## config.mk

```make
export PLATFORM = sky130hd
export DESIGN_NAME = npu_host_if
export DESIGN_NICKNAME = d
export VERILOG_FILES = /design/src/rtl/npu_pkg.sv /design/src/rtl/npu_job_len.sv /design/src/rtl/npu_host_if.sv
export SDC_FILE = /design/constraint.sdc
export NUM_CORES = 1
export LEC_CHECK = 0
export ABC_AREA = 1
export ABC_CLOCK_PERIOD_IN_PS = 13900
export BUFFER_PORTS_ARGS = -buffer_cell sky130_fd_sc_hd__clkbuf_2
export CORE_ASPECT_RATIO = 1.4
export CORE_UTILIZATION = 50
export CTS_CLUSTER_SIZE = 24
export DETAILED_ROUTE_END_ITERATION = 10
export GPL_TIMING_DRIVEN = 0
export PLACE_DENSITY_LB_ADDON = 0.05
export RECOVER_POWER = 25
export SYNTH_ARGS = -nofsm -noshare
export SYNTH_HDL_FRONTEND = slang
export SYNTH_HIERARCHICAL = 1
export SYNTH_SLANG_ARGS = --single-unit
```

## constraint.sdc

```tcl
create_clock -name clk -period 13.9 [get_ports clk]
set_input_delay 0 -clock clk [delete_from_list [all_inputs] [get_ports clk]]
set_output_delay 0 -clock clk [all_outputs]
set_load 0.01 [all_outputs]
```

## src/rtl/npu_pkg.sv

```systemverilog
// -----------------------------------------------------------------------------
// npu_pkg
// Shared definitions for the npu host interface: layout of the six-word config
// header, field widths, num_layers encodings, the host FSM state type and small
// helpers for turning encoded neuron counts into word counts.
// -----------------------------------------------------------------------------
package npu_pkg;

  // Config header word order
  localparam int NUM_CFG_WORDS  = 6;
  localparam int CFG_NUM_LAYERS = 0;
  localparam int CFG_NN0        = 1;
  localparam int CFG_NN1        = 2;
  localparam int CFG_NN2        = 3;
  localparam int CFG_NN3        = 4;
  localparam int CFG_DO_ACT     = 5;

  // Field widths
  localparam int NL_W        = 2;
  localparam int NN_W        = 5;
  localparam int ACT_W       = 3;
  localparam int MAX_NEURONS = 32;
  // Wide enough for a decoded count (1..32) and for count+1 (up to 33)
  localparam int NEUR_W      = 6;

  typedef enum logic [NL_W-1:0] {
    NL_ZERO_HIDDEN = 2'd0,
    NL_ONE_HIDDEN  = 2'd1,
    NL_TWO_HIDDEN  = 2'd2,
    NL_ILLEGAL     = 2'd3
  } num_layers_e;

  typedef enum logic [2:0] {
    ST_IDLE,
    ST_PRE,
    ST_CFG,
    ST_BODY,
    ST_WAIT_RDY,
    ST_READ,
    ST_ERR
  } state_e;

  // Encoded field n means n+1 neurons
  function automatic logic [NEUR_W-1:0] neurons(input logic [NN_W-1:0] n);
    return NEUR_W'(n) + NEUR_W'(1);
  endfunction

  // Words for one layer: each output neuron has N_in weights plus a bias
  function automatic logic [2*NEUR_W-1:0] layer_words(input logic [NEUR_W-1:0] n_out,
                                                      input logic [NEUR_W-1:0] n_in);
    return (2*NEUR_W)'(n_out) * (2*NEUR_W)'(n_in + NEUR_W'(1));
  endfunction

endpackage

```

## src/rtl/npu_job_len.sv

```systemverilog
// -----------------------------------------------------------------------------
// npu_job_len
// Combinational length of a job body (weights+biases of every layer followed
// by the input vector) from the latched config fields.
//   num_layers  in  NL_W   number of hidden layers (0..2; 3 is illegal)
//   nn0..nn3    in  NN_W   encoded neuron counts (n means n+1)
//   len         out CNT_W  body word count
// -----------------------------------------------------------------------------
module npu_job_len
  import npu_pkg::*;
#(
  parameter int CNT_W = 16
) (
  input  logic [NL_W-1:0]  num_layers,
  input  logic [NN_W-1:0]  nn0,
  input  logic [NN_W-1:0]  nn1,
  input  logic [NN_W-1:0]  nn2,
  input  logic [NN_W-1:0]  nn3,
  output logic [CNT_W-1:0] len
);

  // node[k] is the neuron count of the k-th layer in the chain; the output
  // layer (nn3) is placed right after the last hidden layer.
  logic [NEUR_W-1:0]   node [4];
  logic [2*NEUR_W-1:0] prod [3];

  always_comb begin
    node[0] = neurons(nn0);
    node[1] = neurons(nn1);
    node[2] = neurons(nn2);
    node[3] = neurons(nn3);
    case (num_layers)
      NL_ZERO_HIDDEN: node[1] = neurons(nn3);
      NL_ONE_HIDDEN:  node[2] = neurons(nn3);
      default: ;
    endcase
  end

  // Layer gi (node[gi] -> node[gi+1]) exists when gi <= hidden count
  for (genvar gi = 0; gi < 3; gi++) begin : g_layer
    assign prod[gi] = (gi <= int'(num_layers)) ? layer_words(node[gi+1], node[gi]) : '0;
  end

  assign len = CNT_W'(prod[0]) + CNT_W'(prod[1]) + CNT_W'(prod[2]) + CNT_W'(node[0]);

endmodule

```

## src/rtl/npu_host_if.sv

```systemverilog
// -----------------------------------------------------------------------------
// npu_host_if
// Host-side bus master for the npu. Replays one job (config header, body) from
// the upstream word stream onto the npu bus with we, waits for npu_ready,
// reads back N3 result words with oe and forwards them downstream.
//   clk, rst              clock, asynchronous active-high reset
//   start                 begin a job (only honoured in IDLE)
//   in_data/valid/ready   upstream job words; in_ready = word consumed
//   out_data/valid/ready  result words, output neuron order
//   npu_we, npu_oe        npu write / output enable
//   npu_ready             npu results available
//   bus_dout, bus_drive   value and tristate enable for the npu data bus
//   bus_din               sampled npu data bus
//   busy                  not IDLE
//   err                   sticky error, cleared by the next accepted start
// -----------------------------------------------------------------------------
module npu_host_if
  import npu_pkg::*;
#(
  parameter int          DW          = 32,
  parameter int          CNT_W       = 16,
  parameter int unsigned RDY_TIMEOUT = 65535
) (
  input  logic          clk,
  input  logic          rst,
  input  logic          start,
  input  logic [DW-1:0] in_data,
  input  logic          in_valid,
  output logic          in_ready,
  output logic [DW-1:0] out_data,
  output logic          out_valid,
  input  logic          out_ready,
  output logic          npu_we,
  output logic          npu_oe,
  input  logic          npu_ready,
  output logic [DW-1:0] bus_dout,
  output logic          bus_drive,
  input  logic [DW-1:0] bus_din,
  output logic          busy,
  output logic          err
);

  localparam int TO_W  = (RDY_TIMEOUT < 2) ? 1 : $clog2(RDY_TIMEOUT);
  localparam int CFG_W = $clog2(NUM_CFG_WORDS);

  state_e             state_reg, state_next;
  logic [CFG_W-1:0]   cfg_cnt_reg;
  logic [CNT_W-1:0]   body_cnt_reg;
  logic [CNT_W-1:0]   len_reg;
  logic [CNT_W-1:0]   len_comb;
  logic [TO_W-1:0]    wait_cnt_reg;
  logic [NEUR_W-1:0]  res_cnt_reg;
  logic [NL_W-1:0]    num_layers_reg;
  logic [NN_W-1:0]    nn_reg [4];
  logic [DW-1:0]      res_data_reg;
  logic               res_valid_reg;
  logic               err_reg;
  logic [NEUR_W-1:0]  n3;
  logic               cfg_take;
  logic               timeout;
  logic               read_done;

  assign n3        = neurons(nn_reg[3]);
  assign cfg_take  = (state_reg == ST_CFG) && in_valid;
  assign timeout   = (RDY_TIMEOUT != 0) && (wait_cnt_reg == TO_W'(RDY_TIMEOUT - 1));
  assign read_done = (res_cnt_reg == n3) && (!res_valid_reg || out_ready);

  npu_job_len #(.CNT_W(CNT_W)) u_job_len (
    .num_layers (num_layers_reg),
    .nn0        (nn_reg[0]),
    .nn1        (nn_reg[1]),
    .nn2        (nn_reg[2]),
    .nn3        (nn_reg[3]),
    .len        (len_comb)
  );

  // State register
  always_ff @(posedge clk or posedge rst) begin
    if (rst) state_reg <= ST_IDLE;
    else     state_reg <= state_next;
  end

  // Next state. A missing upstream word during CFG/BODY aborts because the
  // npu cannot be stalled.
  always_comb begin
    state_next = state_reg;
    case (state_reg)
      ST_IDLE:     if (start) state_next = ST_PRE;
      ST_PRE:      state_next = ST_CFG;
      ST_CFG: begin
        if (!in_valid)
          state_next = ST_ERR;
        else if (cfg_cnt_reg == CFG_W'(NUM_CFG_WORDS - 1))
          state_next = (num_layers_reg == NL_ILLEGAL) ? ST_ERR : ST_BODY;
      end
      ST_BODY: begin
        if (!in_valid)                              state_next = ST_ERR;
        else if (body_cnt_reg == len_reg - CNT_W'(1)) state_next = ST_WAIT_RDY;
      end
      ST_WAIT_RDY: begin
        if (npu_ready)    state_next = ST_READ;
        else if (timeout) state_next = ST_ERR;
      end
      ST_READ:     if (read_done) state_next = ST_IDLE;
      ST_ERR:      state_next = ST_IDLE;
      default:     state_next = ST_IDLE;
    endcase
  end

  // Outputs. we follows in_valid in CFG/BODY so a dropped word is never
  // written; oe only fires when the single result slot is (or becomes) free.
  always_comb begin
    npu_we   = 1'b0;
    npu_oe   = 1'b0;
    in_ready = 1'b0;
    bus_dout = '0;
    case (state_reg)
      ST_PRE: npu_we = 1'b1;
      ST_CFG, ST_BODY: begin
        npu_we   = in_valid;
        in_ready = in_valid;
        bus_dout = in_valid ? in_data : '0;
      end
      ST_READ: npu_oe = (res_cnt_reg < n3) && (!res_valid_reg || out_ready);
      default: ;
    endcase
  end

  assign bus_drive = npu_we;
  assign busy      = (state_reg != ST_IDLE);
  assign out_data  = res_data_reg;
  assign out_valid = res_valid_reg;
  assign err       = err_reg;

  // Config field capture
  always_ff @(posedge clk or posedge rst) begin
    if (rst)
      num_layers_reg <= '0;
    else if (cfg_take && cfg_cnt_reg == CFG_W'(CFG_NUM_LAYERS))
      num_layers_reg <= in_data[NL_W-1:0];
  end

  for (genvar gi = 0; gi < 4; gi++) begin : g_nn
    always_ff @(posedge clk or posedge rst) begin
      if (rst)
        nn_reg[gi] <= '0;
      else if (cfg_take && cfg_cnt_reg == CFG_W'(CFG_NN0 + gi))
        nn_reg[gi] <= in_data[NN_W-1:0];
    end
  end

  // Counters, body length, result slot and error flag
  always_ff @(posedge clk or posedge rst) begin
    if (rst) begin
      cfg_cnt_reg   <= '0;
      body_cnt_reg  <= '0;
      len_reg       <= '0;
      wait_cnt_reg  <= '0;
      res_cnt_reg   <= '0;
      res_data_reg  <= '0;
      res_valid_reg <= 1'b0;
      err_reg       <= 1'b0;
    end else begin
      if (state_reg != ST_CFG) cfg_cnt_reg <= '0;
      else if (in_valid)       cfg_cnt_reg <= cfg_cnt_reg + CFG_W'(1);

      if (state_reg != ST_BODY) body_cnt_reg <= '0;
      else if (in_valid)        body_cnt_reg <= body_cnt_reg + CNT_W'(1);

      if (state_reg == ST_CFG && state_next == ST_BODY) len_reg <= len_comb;

      if (state_reg != ST_WAIT_RDY) wait_cnt_reg <= '0;
      else                          wait_cnt_reg <= wait_cnt_reg + TO_W'(1);

      if (state_reg == ST_IDLE) res_cnt_reg <= '0;
      else if (npu_oe)          res_cnt_reg <= res_cnt_reg + NEUR_W'(1);

      // Capture and downstream accept may coincide in the same cycle
      if (npu_oe) res_data_reg <= bus_din;
      res_valid_reg <= npu_oe || (res_valid_reg && !out_ready);

      if (state_next == ST_ERR)               err_reg <= 1'b1;
      else if (state_reg == ST_IDLE && start) err_reg <= 1'b0;
    end
  end

endmodule

```

==> impl_table.tex, run 1 <==
\begin{tabular}{lr}
\hline
Metric & Value \\
\hline
\multicolumn{2}{l}{\textbf{Yosys}} \\
\quad Number of unique standard cell types used by synthesis & 44 \\
\quad Seq cells post-synth & 116 \\
\quad Synth top area cells & sky130\_fd\_sc\_hd\_\_dfrtp\_1 (25\%), sky130\_fd\_sc\_hd\_\_nand2\_1 (13\%), sky130\_fd\_sc\_hd\_\_fa\_1 (13\%) \\
\quad Share of the synthesized area in the top cell type & 24.84\% \\
\quad Seq/Total Area, Yosys & 24.84\% \\
\quad Synth warn & 6 \\
\quad Mean cell area of the mapped netlist & 7.289 µm² \\
\quad Largest area contributor in the netlist & sky130\_fd\_sc\_hd\_\_dfrtp\_1 \\
\quad Cell area after synthesis & 0.01168 mm² \\
\quad Cells after Synth & 1603 \\
\multicolumn{2}{l}{\textbf{Clocking}} \\
\quad Clock root cell & sky130\_fd\_sc\_hd\_\_clkbuf\_16 \\
\quad Clock transition at the registers of the reported paths & 0.05 ns \\
\quad Number of gates resized after cts & 0 \\
\quad Maximum clock path buffer count & 2 \\
\quad Buffers inserted by post-CTS timing repair & 0 \\
\quad Clock sink count & 116 \\
\quad Number of buffers created by CTS & 17 \\
\quad Clock network latency to the later pin of the worst-skew pair & 0.42 ns \\
\quad Level count of the clock H-tree & 4 \\
\quad \# hold bufs at CTS & 42 \\
\quad CTS tree & done \\
\multicolumn{2}{l}{\textbf{Min path}} \\
\quad Origin of the worst min-delay path & in\_data[0] \\
\quad Hold/Removal Path Class & input port to register \\
\multicolumn{2}{l}{\textbf{Route}} \\
\quad Met1 Wirelength & 11970 µm \\
\quad Routed wire length per instance & 13.52 µm \\
\quad Total number of vias & 10600 \\
\quad Antenna viol nets, final & 0 \\
\quad Avg Vias per Cell & 4.968 \\
\quad Met3 wire len & 692 µm \\
\quad Met2 WL & 15410 µm \\
\quad Top Metal Used & met4 \\
\quad Detailed Routing Iterations Pass 1 & 5 \\
\quad DRC errors left & 0 \\
\quad Final wirelength & 28850 µm \\
\quad Initial DRC count & 537 \\
\multicolumn{2}{l}{\textbf{Timing}} \\
\quad Largest clock skew in the final design & 0.009118 ns \\
\quad Highest achievable clock rate & 145.2 MHz \\
\quad Setup slack after layout & 7.015 ns \\
\quad Final count of hold timing violations & 0 \\
\quad Final setup violating endpoints & 0 \\
\quad Unrepaired setup endpoints after global routing & false \\
\quad Final cycle utilization of the critical path & 49.53\% \\
\quad Tightest Pin Transition & 4.831 ns \\
\quad Total Negative Setup Slacks & 0 ns \\
\quad Worst rel slew slack & -222.0\% \\
\quad Crit path time final & 6.885 ns \\
\quad Number of max-slew violations in the final report & 91 \\
\multicolumn{2}{l}{\textbf{Outcome}} \\
\quad Result of the run & finished, violations left \\
\quad Violations in the final reports & capacitance limit, slew limit \\
\multicolumn{2}{l}{\textbf{Finish}} \\
\quad Number of cells in the finished layout apart from fillers & 2133 \\
\quad P\&R area growth vs syn & 18.70\% \\
\quad Antenna cell count & 0 \\
\quad Fill count & 2180 \\
\quad Share of post-route cells with drive strength above 1 & 13.81\% \\
\quad Number of flip-flops under the largest register name & 32 \\
\quad Fin nets & 2070 \\
\multicolumn{2}{l}{\textbf{Critical path}} \\
\quad Crit. End Element & register \\
\quad Largest stage delay on the critical path & 0.60 ns \\
\quad Arrival time of data at the critical path endpoint & 7.23 ns \\
\quad Launch instance of the worst register-to-register path & nn\_reg[1]\$\_DFFE\_PP0P\_ \\
\quad Critical path peak fanout & 6 \\
\quad Worst Path Class, Setup & register to register \\
\quad Beginning of the critical path & nn\_reg[1]\$\_DFFE\_PP0P\_ \\
\quad Nature of the critical path startpoint & register \\
\quad Master of the slowest instance on the critical path & sky130\_fd\_sc\_hd\_\_fa\_1 \\
\quad Req. time, crit path & 14.25 ns \\
\multicolumn{2}{l}{\textbf{Flow run}} \\
\quad Maxcap violations & 1 \\
\multicolumn{2}{l}{\textbf{Place}} \\
\quad Final HPWL from detailed placement & 23440 µm \\
\quad Worst Setup Slack post-DPL & 6.941 ns \\
\quad Placer congestion estimate & 0.9184 \\
\quad Input/output buffers & 139 \\
\quad Placed cells & 2059 \\
\multicolumn{2}{l}{\textbf{GRT}} \\
\quad Antenna violations before repair & 0 \\
\quad Vias in the first global route & 10360 \\
\quad Maximum number of pins on one net before global-route repair & 91 \\
\quad Gr usage total & 25.13\% \\
\quad Leftover overflow at the end of global routing & 0 \\
\quad Wire length of the first global-routing pass & 48590 µm \\
\multicolumn{2}{l}{\textbf{Floorplanning}} \\
\quad Count of boundary I/O pins & 141 \\
\quad Initial core utilization & 51.31\% \\
\quad Die area & 0.02399 mm² \\
\quad Die span in x & 131.2 µm \\
\quad Die Ht & 182.9 µm \\
\quad Placeable core region & 0.02277 mm² \\
\quad Row count & 65 \\
\multicolumn{2}{l}{\textbf{Power and ir drop}} \\
\quad Leak pwr & 0.007305 µW \\
\quad Power per Cell Area & 161.7 mW/mm² \\
\quad Peak supply drop & 153.7 µV \\
\hline
\end{tabular}
## cells in the final DEF (no fill, tap or decap), types with 6 or more instances in the layout
cell type / Yosys / routed
sky130_fd_sc_hd__a21oi_1: 68 / 68
sky130_fd_sc_hd__a31oi_1: 8 / 8
sky130_fd_sc_hd__buf_2: 7 / 7
sky130_fd_sc_hd__clkbuf_1: 14 / 15
sky130_fd_sc_hd__clkbuf_16: 0 / 17
sky130_fd_sc_hd__clkbuf_2: 0 / 139
sky130_fd_sc_hd__conb_1: 2 / 17
sky130_fd_sc_hd__dfrtp_1: 116 / 116
sky130_fd_sc_hd__dlygate4sd3_1: 0 / 42
sky130_fd_sc_hd__fa_1: 78 / 78
sky130_fd_sc_hd__ha_1: 103 / 103
sky130_fd_sc_hd__inv_1: 271 / 270
sky130_fd_sc_hd__nand2_1: 418 / 418
sky130_fd_sc_hd__nand2_2: 21 / 21
sky130_fd_sc_hd__nand2_4: 7 / 7
sky130_fd_sc_hd__nand3_1: 97 / 97
sky130_fd_sc_hd__nand3b_1: 10 / 10
sky130_fd_sc_hd__nand4_1: 24 / 24
sky130_fd_sc_hd__nor2_1: 158 / 158
sky130_fd_sc_hd__nor2_2: 11 / 11
sky130_fd_sc_hd__nor2_4: 7 / 7
sky130_fd_sc_hd__nor3_1: 15 / 15
sky130_fd_sc_hd__o21ai_0: 74 / 74
sky130_fd_sc_hd__or2_2: 6 / 6
sky130_fd_sc_hd__xnor2_1: 13 / 13
sky130_fd_sc_hd__xor2_1: 25 / 25
## worst paths after layout
| path | to | slack [ns] | depth (start not counted) |
|---|---|---|---|
| min in group asynchronous | out_data[23]$_DFFE_PP0P_ | 0.37 | 3 |
| min | nn_reg[15]$_DFFE_PP0P_ | 0.007 | 3 |
| max reg2reg | len_reg[8]$_DFFE_PP0P_ | 7.02 | 30 |
| max in group asynchronous | wait_cnt_reg[5]$_DFF_PP0_ | 8.40 | 4 |
| max | len_reg[8]$_DFFE_PP0P_ | 7.02 | 30 |
| min reg2reg | res_cnt_reg[5]$_DFFE_PP0P_ | 0.48 | 1 |
## Yosys cell counts (all sizes together)
| library cell | n |
|---|---|
| xor2 | 25 |
| nor4 | 1 |
| conb | 2 |
| a21boi | 1 |
| o21bai | 3 |
| buf | 12 |
| xnor2 | 13 |
| dfrtp | 116 |
| nor3 | 17 |
| a211oi | 1 |
| clkinv | 2 |
| clkbuf | 14 |
| a41oi | 1 |
| nand4 | 24 |
| o21a | 5 |
| o22ai | 1 |
| nor3b | 4 |
| a21o | 1 |
| nand3 | 102 |
| ha | 103 |
| nor2 | 176 |
| o211ai | 4 |
| nand2 | 446 |
| inv | 276 |
| a31oi | 8 |
| o2111ai | 2 |
| or2 | 6 |
| o21ai | 81 |
| a21oi | 68 |
| fa | 78 |
| nand3b | 10 |
## area by class of cell
| class | count | area, µm² | share of cell area, % |
|---|---|---|---|
| repair buffers | 182 | 1120 | 8.074 |
| plain buffers | 26 | 128.9 | 0.9292 |
| inverters | 278 | 1045 | 7.533 |
| well taps | 301 | 376.6 | 2.715 |
| clock buffers | 17 | 425.4 | 3.067 |
| multi-input cells | 1198 | 7666 | 55.27 |
| flip-flops and latches | 116 | 2903 | 20.93 |
| clock inverters | 15 | 205.2 | 1.479 |
## cells by family (layout without fill, tap and decap cells)
| logic type | Yosys count | in the layout | synth area share (%) |
|---|---|---|---|
| adder cells (fa/ha/maj) | 181 | 181 | 24.39 |
| flip-flops | 116 | 116 | 24.84 |
| other | 2 | 17 | 0.06427 |
| AND/OR/NAND/NOR | 786 | 786 | 29.67 |
| buffers and inverters | 304 | 518 | 10.03 |
| AO/OA/AOI/OAI | 176 | 176 | 8.149 |
| XOR/XNOR | 38 | 38 | 2.848 |
## stage by stage
stage               instance area, µm²  power, µW  hold WS [ns]  utilization [%]
floorplan                        11740       1420        0.1028                -
global placement                 12810       1754        0.1956            56.27
finish                           13870       2242      0.006561            60.91
CTS                              13900       2265      0.006634            61.03
detailed placement               12850       1767      -0.02345            56.41
global route                     13870       2466       0.02807            60.91
## worst max-delay path: cells and delay by family, from the launching register on
family	cells	cell delay, ns
XOR/XNOR	1	0.18
adder cells (fa/ha/maj)	9	3.74
AND/OR/NAND/NOR	9	1.01
flip-flops	1	0.46
buffers and inverters	5	0.25
AO/OA/AOI/OAI	6	1.19
## report_power, final
group / switching [µW] / internal, µW
Combinational: 845 / 480
Clock: 165 / 301
Sequential: 49.7 / 401
## layer usage
layer / track usage (%) / up-vias
met5: 0 / -
met4: 9.929 / 0
met3: 2.515 / 38
met2: 48.09 / 191
met1: 28.44 / 4923
li1: - / 5444
Note: power is estimated with default switching activity, not from simulation.
==> inputs of run 2 (changes only) <==
Settings changed: ABC_CLOCK_PERIOD_IN_PS 13900 to 5700.
Clock period 13.9 ns to 5.7 ns, I/O delays scaled along.
==> impl_table.tex, run 2 (same netlist as run 1, synthesis figures left out) <==
\begin{tabular}{lr}
\hline
Metric & Value \\
\hline
\multicolumn{2}{l}{\textbf{Floorplanning}} \\
\quad Placeable core region & 0.02277 mm² (unchanged) \\
\quad Die span in x & 131.2 µm (unchanged) \\
\quad Count of boundary I/O pins & 141 (unchanged) \\
\quad Initial core utilization & 51.31\% (unchanged) \\
\quad Row count & 65 (unchanged) \\
\quad Die area & 0.02399 mm² (unchanged) \\
\quad Die Ht & 182.9 µm (unchanged) \\
\multicolumn{2}{l}{\textbf{Timing}} \\
\quad Final count of hold timing violations & 0 (unchanged) \\
\quad Final setup violating endpoints & 9 (+9) \\
\quad Unrepaired setup endpoints after global routing & true \\
\quad Final cycle utilization of the critical path & 105.8\% (+56 points) \\
\quad Highest achievable clock rate & 165.8 MHz (+14\%) \\
\quad Number of max-slew violations in the final report & 58 (-36\%) \\
\quad Largest clock skew in the final design & 0.007557 ns (-0.001560 ns) \\
\quad Tightest Pin Transition & 2.590 ns (-2.240 ns) \\
\quad Setup slack after layout & -0.3321 ns (-7.347 ns) \\
\quad Worst rel slew slack & -73.64\% (+150 points) \\
\quad Worst hold slack after final layout & 0.2786 ns (+0.2721 ns) \\
\quad Crit path time final & 6.032 ns (-0.8528 ns) \\
\multicolumn{2}{l}{\textbf{Min path}} \\
\quad Hold/Removal Path Class & input port to output port \\
\quad Hold Path End & bus\_dout[11] \\
\quad Origin of the worst min-delay path & in\_data[11] \\
\quad Hold Path Cell Cnt & 4 (+1) \\
\multicolumn{2}{l}{\textbf{Route}} \\
\quad Routed wire length per instance & 13.93 µm (+3.0\%) \\
\quad Detailed Routing Iterations Pass 1 & 5 (unchanged) \\
\quad Avg Vias per Cell & 5.072 (+2.1\%) \\
\quad Total number of vias & 11120 (+5.0\%) \\
\quad Initial DRC count & 519 (-3.4\%) \\
\quad Final wirelength & 30540 µm (+5.9\%) \\
\quad DRC errors left & 0 (unchanged) \\
\quad Antenna viol nets, final & 0 (unchanged) \\
\multicolumn{2}{l}{\textbf{GRT}} \\
\quad Wire length of the first global-routing pass & 51270 µm (+5.5\%) \\
\quad Vias in the first global route & 11260 (+8.6\%) \\
\quad Leftover overflow at the end of global routing & 0 (unchanged) \\
\quad Antenna violations before repair & 0 (unchanged) \\
\quad Maximum number of pins on one net before global-route repair & 60 (-34\%) \\
\quad Gr usage total & 26.32\% (+1.2 points) \\
\multicolumn{2}{l}{\textbf{Place}} \\
\quad Placer congestion estimate & 0.9238 (+0.59\%) \\
\quad Worst Setup Slack post-DPL & -0.9279 ns (-7.868 ns) \\
\quad Final HPWL from detailed placement & 23070 µm (-1.6\%) \\
\quad Input/output buffers & 139 (unchanged) \\
\multicolumn{2}{l}{\textbf{Power and ir drop}} \\
\quad Power per Cell Area & 443.8 mW/mm² (+170\%) \\
\quad Peak supply drop & 323.9 µV (+110\%) \\
\quad Leak pwr & 0.007637 µW (+4.5\%) \\
\multicolumn{2}{l}{\textbf{Critical path}} \\
\quad Worst path bufs/invs & 6 (+1) \\
\quad Arrival time of data at the critical path endpoint & 6.32 ns (-0.91 ns) \\
\quad Worst Path Class, Setup & register to register \\
\quad Crit. End Element & register \\
\quad Req. time, crit path & 5.98 ns (-8.27 ns) \\
\quad Largest stage delay on the critical path & 0.56 ns (-0.04 ns) \\
\quad R2R depth & 31 (+3.3\%) \\
\quad Critical path peak fanout & 8 (+2) \\
\quad Nature of the critical path startpoint & register \\
\quad Launch instance of the worst register-to-register path & num\_layers\_reg[0]\$\_DFFE\_PP0P\_ \\
\quad Master of the slowest instance on the critical path & sky130\_fd\_sc\_hd\_\_fa\_1 \\
\quad Most frequent CP cell & sky130\_fd\_sc\_hd\_\_inv\_2 \\
\quad Largest delay share family, worst path & adder cells \\
\quad RR Endpoint & len\_reg[9]\$\_DFFE\_PP0P\_ \\
\quad Setup slack of the worst register-to-register path & -0.33 ns (-7.35 ns) \\
\multicolumn{2}{l}{\textbf{Clocking}} \\
\quad Clock transition at the registers of the reported paths & 0.05 ns (about the same) \\
\quad Clock network latency to the later pin of the worst-skew pair & 0.42 ns (about the same) \\
\quad Level count of the clock H-tree & 4 (unchanged) \\
\quad Maximum clock path buffer count & 2 (unchanged) \\
\quad CTS tree & done \\
\quad Clock root cell & sky130\_fd\_sc\_hd\_\_clkbuf\_16 \\
\quad Number of buffers created by CTS & 17 (unchanged) \\
\quad Clock sink count & 116 (unchanged) \\
\multicolumn{2}{l}{\textbf{Finish}} \\
\quad P\&R area growth vs syn & 33.15\% \\
\quad Fin nets & 2131 (+2.9\%) \\
\quad Share of post-route cells with drive strength above 1 & 26.06\% (+12 points) \\
\quad Antenna cell count & 0 (unchanged) \\
\quad Utilization of the core after routing & 68.32\% (+7.4 points) \\
\quad Commonest cells after routing, fill and taps aside & sky130\_fd\_sc\_hd\_\_nand2\_1 (388), sky130\_fd\_sc\_hd\_\_inv\_1 (238), sky130\_fd\_sc\_hd\_\_nor2\_1 (137), sky130\_fd\_sc\_hd\_\_clkbuf\_2 (122), sky130\_fd\_sc\_hd\_\_dfrtp\_1 (109) \\
\quad Number of flip-flops under the largest register name & 32 (unchanged) \\
\quad Commonest non-fill, non-tap cell in the layout & sky130\_fd\_sc\_hd\_\_nand2\_1 \\
\multicolumn{2}{l}{\textbf{Outcome}} \\
\quad Result of the run & finished, violations left \\
\quad Violations in the final reports & capacitance limit, slew limit, setup timing \\
\multicolumn{2}{l}{\textbf{Flow run}} \\
\quad Maxcap violations & 1 (unchanged) \\
\hline
\end{tabular}
==> run 2: changes by cell type in the layout (fill, tap and decap cells not counted), moves of 21 or more <==
cell	before	now
sky130_fd_sc_hd__a21oi_1	68	37
sky130_fd_sc_hd__nand2_1	418	388
sky130_fd_sc_hd__inv_1	270	238
sky130_fd_sc_hd__nor2_1	158	137
sky130_fd_sc_hd__a21oi_2	0	22
sky130_fd_sc_hd__nand3_1	97	76
sky130_fd_sc_hd__inv_2	5	34
sky130_fd_sc_hd__ha_4	0	29
sky130_fd_sc_hd__buf_4	4	59
sky130_fd_sc_hd__ha_1	103	69
==> run 2: what timing repair did <==
| action | CTS | global route |
|---|---|---|
| hold buffers | 43 | 0 |
| endpoints found under the hold margin | 110 | 0 |
| pin swaps | 96 | 54 |
| setup buffers | 39 | 21 |
| endpoints found under the setup margin | 10 | 10 |
| resized for setup | 188 | 72 |
==> run 2: worst max-delay path by stage <==
stage                             startpoint                 endpoint  slack, ns  cells past startpoint
2_1_floorplan          nn_reg[0]$_DFFE_PP0P_   len_reg[9]$_DFFE_PP0P_      -0.04                     30
3_5_place_dp           nn_reg[0]$_DFFE_PP0P_  len_reg[12]$_DFFE_PP0P_      -0.93                     30
5_1_grt                nn_reg[0]$_DFFE_PP0P_  len_reg[13]$_DFFE_PP0P_      -0.63                     33
4_1_cts                nn_reg[0]$_DFFE_PP0P_  len_reg[13]$_DFFE_PP0P_      -0.26                     33
6_report       num_layers_reg[0]$_DFFE_PP0P_   len_reg[9]$_DFFE_PP0P_      -0.33                     31
3_3_place_gp           nn_reg[0]$_DFFE_PP0P_  len_reg[12]$_DFFE_PP0P_      -0.87                     30
==> run 2: final cells by class <==
type                       instances  area [µm²]
clock inverter                     9       126.4
clock buffer                      22       484.2
buffer                            26       135.1
inverter                         278        1056
fill                            1926        7213
timing repair buffer             243        1619
tap                              301       376.6
multi-input combinational       1198        8850
sequential                       116        2912
==> run 2: metal layers <==
metal / up-vias / track usage, % / wire (µm)
li1: 5581 / - / -
met1: 5215 / 29.00 / 12250
met2: 264 / 50.91 / 16350
met3: 62 / 2.377 / 784
met4: 0 / 11.62 / 1164
met5: - / 0 / 0
==> run 2: worst reg2reg max path: cells and delay by family, from the launching register on <==
family	cells	cell delay [ns]
adders and majority gates	8	3.03
and+or+nand+nor	13	1.45
DFF	1	0.47
AOI/OAI and AO/OA	3	0.41
buffers and inverters	6	0.39
xor gates and xnor gates	1	0.17
==> run 2: through the flow <==
step / TNS, ns / std cells / instance area, µm² / power, µW
floorplan: -0.06678 / 1618 / 11950 / 3706
finish: -2.070 / 2193 / 15560 / 6905
CTS: -1.872 / 2172 / 15090 / 6599
global placement: -6.419 / 2058 / 13020 / 4540
detailed placement: -6.908 / 2059 / 13050 / 4601
global route: -4.616 / 2193 / 15560 / 7507
==> run 2: power by group <==
part	internal [µW]	leakage [µW]	switching, µW
Combinational	1920	0.00583	2780
Sequential	980	0.00150	115
Clock	728	0.000302	375
==> inputs of run 3 (changes only) <==
Settings changed: CTS_BUF_LIST from default to sky130_fd_sc_hd__clkbuf_16.
==> impl_table.tex, run 3 (same netlist as run 1, synthesis figures left out) <==
\begin{tabular}{lr}
\hline
Metric & Value \\
\hline
\multicolumn{2}{l}{\textbf{Timing}} \\
\quad Total Negative Setup Slacks & -2.085 ns (-0.01548 ns) \\
\quad Crit path time final & 6.033 ns (+0.001280 ns) \\
\quad Tightest Pin Transition & 2.587 ns (-0.003829 ns) \\
\quad Setup slack after layout & -0.3334 ns (-0.001280 ns) \\
\quad Worst rel slew slack & -73.39\% (+0.26 points) \\
\quad Worst hold slack after final layout & 0.2784 ns (-0.0002040 ns) \\
\quad Unrepaired setup endpoints after global routing & true \\
\quad Highest achievable clock rate & 165.7 MHz (about the same) \\
\quad Final count of hold timing violations & 0 (unchanged) \\
\quad Final setup violating endpoints & 9 (unchanged) \\
\quad Final cycle utilization of the critical path & 105.8\% (about the same) \\
\quad Number of max-slew violations in the final report & 58 (unchanged) \\
\quad Largest clock skew in the final design & 0.007025 ns (-0.0005323 ns) \\
\multicolumn{2}{l}{\textbf{Finish}} \\
\quad Commonest non-fill, non-tap cell in the layout & sky130\_fd\_sc\_hd\_\_nand2\_1 \\
\quad Fill count & 1931 (+0.26\%) \\
\quad Commonest cells after routing, fill and taps aside & sky130\_fd\_sc\_hd\_\_nand2\_1 (388), sky130\_fd\_sc\_hd\_\_inv\_1 (239), sky130\_fd\_sc\_hd\_\_nor2\_1 (137), sky130\_fd\_sc\_hd\_\_clkbuf\_2 (122), sky130\_fd\_sc\_hd\_\_dfrtp\_1 (109) \\
\quad P\&R area growth vs syn & 32.81\% \\
\quad Share of post-route cells with drive strength above 1 & 25.85\% (-0.21 points) \\
\quad Fin nets & 2131 (unchanged) \\
\quad Utilization of the core after routing & 68.15\% (-0.18 points) \\
\quad Number of flip-flops under the largest register name & 32 (unchanged) \\
\quad Final standard cell area without fillers & 0.01552 mm² (-0.26\%) \\
\quad Antenna cell count & 0 (unchanged) \\
\multicolumn{2}{l}{\textbf{Route}} \\
\quad Antenna viol nets, final & 0 (unchanged) \\
\quad Avg Vias per Cell & 5.053 (-0.36\%) \\
\quad Final wirelength & 30460 µm (-0.27\%) \\
\quad Detailed Routing Iterations Pass 1 & 6 (+1) \\
\quad DRC errors left & 0 (unchanged) \\
\quad Total number of vias & 11080 (-0.36\%) \\
\quad Initial DRC count & 505 (-2.7\%) \\
\quad Routed wire length per instance & 13.89 µm (-0.27\%) \\
\multicolumn{2}{l}{\textbf{GRT}} \\
\quad Leftover overflow at the end of global routing & 0 (unchanged) \\
\quad Antenna violations before repair & 0 (unchanged) \\
\quad Vias in the first global route & 11240 (-0.15\%) \\
\quad Wire length of the first global-routing pass & 51270 µm (unchanged) \\
\quad Gr usage total & 26.29\% (about the same) \\
\quad Maximum number of pins on one net before global-route repair & 60 (unchanged) \\
\multicolumn{2}{l}{\textbf{Floorplanning}} \\
\quad Die Ht & 182.9 µm (unchanged) \\
\quad Count of boundary I/O pins & 141 (unchanged) \\
\quad Placeable core region & 0.02277 mm² (unchanged) \\
\quad Die area & 0.02399 mm² (unchanged) \\
\quad Row count & 65 (unchanged) \\
\quad Die span in x & 131.2 µm (unchanged) \\
\quad Initial core utilization & 51.31\% (unchanged) \\
\multicolumn{2}{l}{\textbf{Place}} \\
\quad Cell Area, Placed & 0.01305 mm² (unchanged) \\
\quad Input/output buffers & 139 (unchanged) \\
\quad Placer congestion estimate & 0.9238 (unchanged) \\
\quad Worst Setup Slack post-DPL & -0.9279 ns (unchanged) \\
\quad Final HPWL from detailed placement & 23070 µm (unchanged) \\
\multicolumn{2}{l}{\textbf{Critical path}} \\
\quad Arrival time of data at the critical path endpoint & 6.31 ns (about the same) \\
\quad Nature of the critical path startpoint & register \\
\quad Req. time, crit path & 5.98 ns (about the same) \\
\quad Master of the slowest instance on the critical path & sky130\_fd\_sc\_hd\_\_fa\_1 \\
\quad Largest stage delay on the critical path & 0.56 ns (about the same) \\
\quad Critical path peak fanout & 4 (-4) \\
\quad Worst Path Class, Setup & register to register \\
\quad Crit. End Element & register \\
\quad Largest delay share family, worst path & adder cells \\
\quad Worst path bufs/invs & 5 (-1) \\
\multicolumn{2}{l}{\textbf{Power and ir drop}} \\
\quad Peak supply drop & 321.5 µV (-0.75\%) \\
\quad Leak pwr & 0.007619 µW (-0.24\%) \\
\quad Power per Cell Area & 440.8 mW/mm² (-0.68\%) \\
\multicolumn{2}{l}{\textbf{Clocking}} \\
\quad Maximum clock path buffer count & 2 (unchanged) \\
\quad Number of buffers created by CTS & 17 (unchanged) \\
\quad Clock root cell & sky130\_fd\_sc\_hd\_\_clkbuf\_16 \\
\quad Clock network latency to the later pin of the worst-skew pair & 0.41 ns (about the same) \\
\quad Level count of the clock H-tree & 4 (unchanged) \\
\quad CTS tree & done \\
\quad Clock transition at the registers of the reported paths & 0.05 ns (about the same) \\
\quad Clock sink count & 116 (unchanged) \\
\multicolumn{2}{l}{\textbf{Min path}} \\
\quad Hold/Removal Path Class & input port to output port \\
\multicolumn{2}{l}{\textbf{Flow run}} \\
\quad Maxcap violations & 1 (unchanged) \\
\multicolumn{2}{l}{\textbf{Outcome}} \\
\quad Violations in the final reports & capacitance limit, slew limit, setup timing \\
\quad Result of the run & finished, violations left \\
\hline
\end{tabular}
## run 3: cell count changes in the layout (fill, tap and decap cells not counted), sizes merged
| cell | delta |
|---|---|
| clkinv | +4 |
| inv | +1 |
| clkbuf | -5 |
## run 3: cell type report
type | count | area [µm²] | share of cell area [%]
plain buffers | 26 | 135.1 | 0.8708
repair buffers | 243 | 1619 | 10.43
multi-input cells | 1198 | 8850 | 57.03
inverters | 278 | 1056 | 6.805
flip-flops and latches | 116 | 2912 | 18.76
clock inverters | 14 | 145.1 | 0.9353
clock buffers | 17 | 425.4 | 2.741
well taps | 301 | 376.6 | 2.427
## run 3: where the power goes
part / total (µW) / internal (µW) / switching [µW]
Sequential: 1100 / 980 / 116
Clock: 1040 / 672 / 372
Combinational: 4700 / 1920 / 2780
## run 3: repair_timing
action / CTS / global route
hold buffers: 43 / 0
endpoints found under the setup margin: 10 / 10
hold endpoints to repair: 109 / 0
pin swaps: 96 / 54
resized for setup: 188 / 72
buffers inserted: 39 / 21
## run 3: through the flow
stage	cells	total power [µW]
5_1_grt	2193	7449
3_3_place_gp	2058	4540
2_1_floorplan	1618	3706
6_report	2193	6840
3_5_place_dp	2059	4601
4_1_cts	2172	6539
## run 3: final timing paths
path                                          start  slack, ns                        to  depth (start not counted)
min                                     in_data[12]       0.28              bus_dout[12]                          4
max reg2reg                   nn_reg[0]$_DFFE_PP0P_      -0.33    len_reg[9]$_DFFE_PP0P_                         30
min reg2reg                out_data[21]$_DFFE_PP0P_       0.48  out_data[21]$_DFFE_PP0P_                          2
max in group asynchronous                       rst       3.54     nn_reg[1]$_DFFE_PP0P_                          3
min in group asynchronous                       rst       0.85  out_data[10]$_DFFE_PP0P_                          3
max                           nn_reg[0]$_DFFE_PP0P_      -0.33    len_reg[9]$_DFFE_PP0P_                         30
## run 3: worst min-delay path, stage by stage
cell and delay [ns]:
sky130_fd_sc_hd__clkbuf_2 0.08, sky130_fd_sc_hd__nand2_1 0.05, sky130_fd_sc_hd__nor2_1 0.04, sky130_fd_sc_hd__clkbuf_2 0.11
## run 3: metal layers
layer	GRT usage, %	wire [µm]	vias to the layer above
met5	0	0	-
met4	11.44	1151	0
met3	2.239	709	66
met2	50.94	16300	239
met1	29.07	12300	5200
li1	-	-	5577
